--- src/rtl/multi_sync_stretch.sv ---
// Per-channel CDC synchronizer with rise/fall detect and retriggerable stretch.
// Define CDC_GLITCH_FILTER_EN to add a per-channel stability filter.
module multi_sync_stretch #(
  parameter int CHANNELS       = 4,
  parameter int SYNC_STAGES    = 2,
  parameter int STRETCH_CYCLES = 4,
  parameter int FILTER_CYCLES  = 3
) (
  input  logic                i_clk,
  input  logic                i_rst_n,
  input  logic [CHANNELS-1:0] i_async,
  input  logic [CHANNELS-1:0] i_clr,
  output logic [CHANNELS-1:0] o_level,
  output logic [CHANNELS-1:0] o_rise,
  output logic [CHANNELS-1:0] o_fall,
  output logic [CHANNELS-1:0] o_stretch,
  output logic                o_any
);

  localparam int CW = $clog2(STRETCH_CYCLES + 1);
  localparam logic [CW-1:0] LOAD = CW'(STRETCH_CYCLES - 1);

  logic [CHANNELS-1:0] r_sync [SYNC_STAGES];
  logic [CHANNELS-1:0] r_prev;
  logic [CW-1:0]       r_cnt [CHANNELS];
  logic [CHANNELS-1:0] w_sync_out;
  logic [CHANNELS-1:0] w_busy;

  // i_async feeds only the first flop of each chain
  always_ff @(posedge i_clk or negedge i_rst_n) begin
    if (!i_rst_n) begin
      for (int k = 0; k < SYNC_STAGES; k++) begin
        r_sync[k] <= '0;
      end
    end else begin
      r_sync[0] <= i_async;
      for (int k = 1; k < SYNC_STAGES; k++) begin
        r_sync[k] <= r_sync[k-1];
      end
    end
  end

  assign w_sync_out = r_sync[SYNC_STAGES-1];

`ifdef CDC_GLITCH_FILTER_EN
  localparam int FW = $clog2(FILTER_CYCLES + 1);
  localparam logic [FW-1:0] FLAST = FW'(FILTER_CYCLES - 1);

  logic [FW-1:0]       r_flt [CHANNELS];
  logic [CHANNELS-1:0] r_level;

  always_ff @(posedge i_clk or negedge i_rst_n) begin
    if (!i_rst_n) begin
      r_level <= '0;
      for (int c = 0; c < CHANNELS; c++) begin
        r_flt[c] <= '0;
      end
    end else begin
      for (int c = 0; c < CHANNELS; c++) begin
        if (w_sync_out[c] == r_level[c]) begin
          r_flt[c] <= '0;
        end else if (r_flt[c] == FLAST) begin
          r_level[c] <= w_sync_out[c];
          r_flt[c]   <= '0;
        end else begin
          r_flt[c] <= r_flt[c] + FW'(1);
        end
      end
    end
  end

  assign o_level = r_level;
`else
  assign o_level = w_sync_out;
`endif

  always_ff @(posedge i_clk or negedge i_rst_n) begin
    if (!i_rst_n) begin
      r_prev <= '0;
    end else begin
      r_prev <= o_level;
    end
  end

  assign o_rise = o_level & ~r_prev;
  assign o_fall = ~o_level & r_prev;

  // Clear beats a same-cycle rise; a rise while busy reloads the window
  always_ff @(posedge i_clk or negedge i_rst_n) begin
    if (!i_rst_n) begin
      for (int c = 0; c < CHANNELS; c++) begin
        r_cnt[c] <= '0;
      end
    end else begin
      for (int c = 0; c < CHANNELS; c++) begin
        if (i_clr[c]) begin
          r_cnt[c] <= '0;
        end else if (o_rise[c]) begin
          r_cnt[c] <= LOAD;
        end else if (r_cnt[c] != '0) begin
          r_cnt[c] <= r_cnt[c] - CW'(1);
        end
      end
    end
  end

  always_comb begin
    w_busy = '0;
    for (int c = 0; c < CHANNELS; c++) begin
      w_busy[c] = (r_cnt[c] != '0);
    end
  end

  assign o_stretch = ~i_clr & (o_rise | w_busy);
  assign o_any     = |o_stretch;

endmodule
--- config.mk ---
export PLATFORM = sky130hd
export DESIGN_NAME = multi_sync_stretch
export DESIGN_NICKNAME = d
export VERILOG_FILES = /design/src/rtl/multi_sync_stretch.sv
export SDC_FILE = /design/constraint.sdc
export NUM_CORES = 1
export LEC_CHECK = 0
export CAP_MARGIN = 20
export CORE_UTILIZATION = 40
export CTS_CLUSTER_DIAMETER = 30
export CTS_CLUSTER_SIZE = 25
export DETAILED_ROUTE_END_ITERATION = 16
export PLACE_DENSITY = 0.68
export SLEW_MARGIN = 20
export SYNTH_ARGS = -nofsm -noshare
export SYNTH_HDL_FRONTEND = slang
export SYNTH_SLANG_ARGS = --single-unit
--- constraint.sdc ---
create_clock -name i_clk -period 2.4 [get_ports i_clk]
set_clock_uncertainty 0.2 [all_clocks]
set_input_delay 0.24 -clock i_clk [delete_from_list [all_inputs] [get_ports i_clk]]
set_output_delay 0.24 -clock i_clk [all_outputs]
set_load 0.03 [all_outputs]
# Word level (Yosys, flattened, before mapping)
# Cells that the tools add are included.
[totals]
ff_bits = 24
latch_bits = 0
ram_bits = 0
romBits = 0
in_bits = 10
output_inout_bits = 17
wordCells = 39
memories = 0
[op_classes]
add_sub_neg = 4
multipliers = 0
n_div = 0
n_lt_le_gt_ge = 0
eq_ne = 0
n_shift = 0
muxes = 12
n_bitwise = 7
n_reduce_logical = 9
[ops]
columns = ["cell", "count"]
rows = [
  ["$mux 3", 12],
  ["$reduce_bool 3->1", 8],
  ["$and 4x4->4", 3],
  ["$not 4->4", 3],
  ["$sub 3x1->3 const B", 4],
  ["$or 4x4->4", 1],
  ["$reduce_or 4->1", 1],
]

# Logic depth before layout (Yosys ltp)
[depth]
ltp_word = 5
ltp_mapped = 6
ltp_nobuf = 6

# Worst setup path before layout
# No wires, ideal clock.
[synth_timing]
path_kind = "register -> output"
startpoint = "reg r_cnt[9] (netlist bit)"
endpoint = "out o_any"
t_arrival_ns = 1.721
t_required_ns = 1.960
setup_slack_ns = 0.239
path_stages_with_launch = 6
path_buffers = 0
path_cell_list = "dfrtp_1 > inv_1 > ha_1 > ha_1 > a21oi_1 > or4_1"
[synth_via]
elab_chain_cells = 4
[synth_lines]
columns = ["element", "line_no", "text"]
rows = [
  ["from (decl)", "25", "logic [CW-1:0] r_cnt [CHANNELS];"],
  ["from (signal, indexed assignment)", "101", "r_cnt[c] <= r_cnt[c] - CW'(1);"],
  ["$reduce_bool 3->1", "110", "w_busy[c] = (r_cnt[c] != '0);"],
  ["$or 4x4->4", "114", "assign o_stretch = ~i_clr & (o_rise | w_busy);"],
  ["$and 4x4->4", "114", ""],
  ["net o_stretch[0]", "16", "output logic [CHANNELS-1:0] o_stretch,"],
  ["$reduce_or 4->1", "115", "assign o_any = |o_stretch;"],
  ["to (decl)", "17", "output logic o_any"],
]
# The timed path passes the listed nets, and every way through them passes these cells.

# Worst setup path after layout
[layout_timing]
startpoint = "reg r_cnt[3] (netlist bit)"
endpoint = "out o_any"
[layout_via]
elab_chain_cells = 4
[layout_lines]
columns = ["element", "line_no"]
rows = [
  ["$reduce_bool 3->1", "110"],
  ["$or 4x4->4", "114"],
  ["$and 4x4->4", "114"],
  ["$reduce_or 4->1", "115"],
]
# No other way between the ends.

==> summary.txt <==
Floorplan
  – Die Span Y: 53.1 um
  – DIE WIDTH: 53.1 um
  – Die area: 0.00282 mm^2
  – Core Box Area: 0.00248 mm^2
  – I/O pin count: 27
  – Rows: 18
  – Initial core utilization: 42.2%

Setup path
  – Crit path max fanout: 2
  – Top Family by Delay on Critical Path: simple AND/OR/NAND/NOR gates
  – Crit Path Class: flip-flop to output pin
  – Type of origin of the critical path: flip-flop
  – Crit path DAT: 1850 ps
  – Worst Path Buf+Inv: 2
  – Crit path launch: r_cnt[3]$_DFFE_PN0P_
  – Worst reg2reg setup slack: 880 ps
  – CP Depth: 6
  – CP endpoint: o_any
  – Slowest-stage cell, CP: or4_1
  – CP Capture Type: output pin
  – Worst flop-to-flop path endpoint: r_cnt[11]$_DFFE_PN0P_
  – CP max stage delay: 510 ps
  – Crit Reg-Reg Startpoint: r_cnt[9]$_DFFE_PN0P_
  – CP required: 1960 ps
  – Crit path cell chain: inv_1 -> ha_1 -> ha_2 -> a21oi_2 -> or4_1 -> buf_4
  – FF-to-FF path depth: 7

Power and ir drop
  – Power, Total: 0.00168 W
  – Sw Share: 36.5%
  – Clock power frac: 17.1%
  – Sw power: 0.000612 W
  – Peak supply drop: 0.724 mV
  – Seq pwr share: 33.9%
  – Power per cell area: 1170 mW/mm^2
  – Int Pwr: 0.00106 W
  – Leak pwr: 0.690 nW
  – Comb pwr share: 48.9%

Clocking
  – Htree depth: 1
  – # hold bufs at CTS: 0
  – Cts bufs inserted: 3
  – Sink Count: 24
  – Clk slew on worst S/H paths: 130 ps
  – CTS Buffer Depth: 2
  – Worst-Skew Late Latency: 310 ps
  – CTS root buffer: clkbuf_4
  – CTS tree: done

Final layout
  – Antenna diode count: 0
  – Area Growth Syn to Fin: 37.6%
  – Fin cells: 163
  – Nets: 152
  – Final Core Density: 58.1%
  – Layout cells sized above 1: 15.8%

Detailed routing
  – Vias/cell: 4.67
  – ANT nets after route: 0
  – WL/cell: 10.4 um
  – DR pass1 iterations: 4
  – Routed vias: 761
  – Initial DRC Count: 5
  – Routed Wire Length: 1690 um
  – # DRC: 0

Global route
  – Vias in the first global route: 675
  – Pin count of the biggest net entering global routing: 25
  – Overflow after GRT: 0
  – First-pass GRT wire length: 2880 um
  – All-Layer GR Usage: 14.7%
  – Antenna violations before repair: 0

Timing
  – RSZ-0062 raised after global routing: false
  – Max-slew violations: 0
  – Final Hold Viols: 0
  – Worst Tran Pin Value: 310 ps
  – Period utilization: 95.5%
  – Fin worst setup slack: 107 ps
  – Tmin final: 2290 ps
  – Fmax: 0.436 GHz
  – Worst rel slew slack: 79.3%
  – Setup violations, final: 0

Job
  – Max cap viols: 0

Yosys
  – Ys async rst share: 100%
  – Most used DFF post-synth: dfrtp_1
  – Dominant cells by area after synthesis: dfrtp_1 (57%), ha_1 (9.6%), a21oi_1 (8.6%)
  – Synth Register Bits: 24
  – Biggest area consumer among synthesized cells: dfrtp_1
  – Top cell type's share of synthesized area: 57.4%
  – Post-synthesis sequential area ratio: 57.4%
  – Netlist Area Pre-Place: 0.00105 mm^2
  – Synth Net Count: 115
  – Cell variety after synth: 13
  – Commonest cells post-synth: dfrtp_1 (24), a21oi_1 (18), inv_1 (16)
  – Syn Area/Cell: 10.8 um^2
  – Warnings, synthesis: 0
  – Synth Instances: 97
  – Post-synth EDFFs: 0
  – Most frequent cell after synthesis: dfrtp_1

Placement
  – Dpl cells: 158
  – Dpl hpwl: 1330 um
  – Place WS: 39.8 ps
  – Port Buffers: 26
  – GPL Wtd Cong: 0.684

Run status
  – Status: completed

Worst hold path
  – Worst Hold Class: input port to asynchronous set/reset pin
layout by cell type (no fill, tap or decap), drive strengths merged:
cell type,n
nand2b,4
clkbuf,3
or4,1
ha,8
nor2b,4
a21oi,20
inv,16
nor3,4
dfrtp,24
nor2,8
bufinv,1
buf,11
dlygate4sd2,4
xor2,4
clkdlybuf4s50,21
metal layers:
| metal | part of all wire [%] | routed length [um] | GRT usage, % | vias up |
|---|---|---|---|---|
| met1 | 44 | 742 | 18.7 | 364 |
| met2 | 50 | 850 | 23.4 | 17 |
| li1 | - | - | - | 380 |
| met3 | 6.0 | 101 | 6.03 | 0 |
| met4 | 0 | 0 | 2.63 | 0 |
| met5 | 0 | 0 | 0 | - |
metrics by stage:
step           TNS, ps  hold WS [ps]  cell area [um^2]
2_1_floorplan        0          -256              1050
3_3_place_gp         0           132              1380
3_5_place_dp         0           136              1380
4_1_cts          -34.4          59.1              1430
5_1_grt              0          57.6              1440
6_report             0          48.5              1440
power by group through the flow:
stage	sequential, W	combinational (W)	clock, W
2_1_floorplan	0.000563	0.000573	0
3_3_place_gp	0.000569	0.000794	0
3_5_place_dp	0.000578	0.000832	0
4_1_cts	0.000569	0.000816	0.000298
5_1_grt	0.000580	0.000958	0.000316
6_report	0.000569	0.000820	0.000287
sequential cells by signal (all words and copies together), names as in the netlist:
name	flops
o_level	4
r_cnt	12
r_sync	4
r_prev	4
how the worst min path moves through the flow:
stage	slack (ps)	from	end	cells past startpoint
2_1_floorplan	-260	i_rst_n	o_level[0]$_DFF_PN0_	0
3_3_place_gp	130	r_sync[4]$_DFF_PN0_	o_level[0]$_DFF_PN0_	0
3_5_place_dp	140	r_sync[6]$_DFF_PN0_	o_level[2]$_DFF_PN0_	0
4_1_cts	60	i_rst_n	r_cnt[11]$_DFFE_PN0P_	2
5_1_grt	60	i_rst_n	r_cnt[11]$_DFFE_PN0P_	2
6_report	50	i_rst_n	r_cnt[11]$_DFFE_PN0P_	2
repair_timing:
action,in CTS,in global routing
buffers inserted,0,1
endpoints found under the setup margin,5,1
resized for setup,7,6
cells by family after synthesis:
kind of cell	synth area share [%]
compound gates	10.3
buf+inv	8.61
flops	57.4
xor+xnor	3.35
fa+ha+maj	9.57
simple gates	10.8
final cells by class:
| class | count | area (um^2) |
|---|---|---|
| well taps | 30 | 37.5 |
| flip-flops and latches | 24 | 601 |
| clock inverters | 1 | 30.0 |
| inverters | 16 | 60.1 |
| fillers | 221 | 1040 |
| clock buffers | 3 | 22.5 |
| multi-input cells | 53 | 360 |
| repair buffers | 36 | 328 |
worst reg2reg max path: cells and delay by family, from the launching register on:
kind | cells | cell delay (ps)
fa+ha+maj | 2 | 380
buf+inv | 2 | 200
compound gates | 1 | 50
flops | 1 | 390
simple gates | 2 | 230
Note: power is estimated with default switching activity, not from simulation.
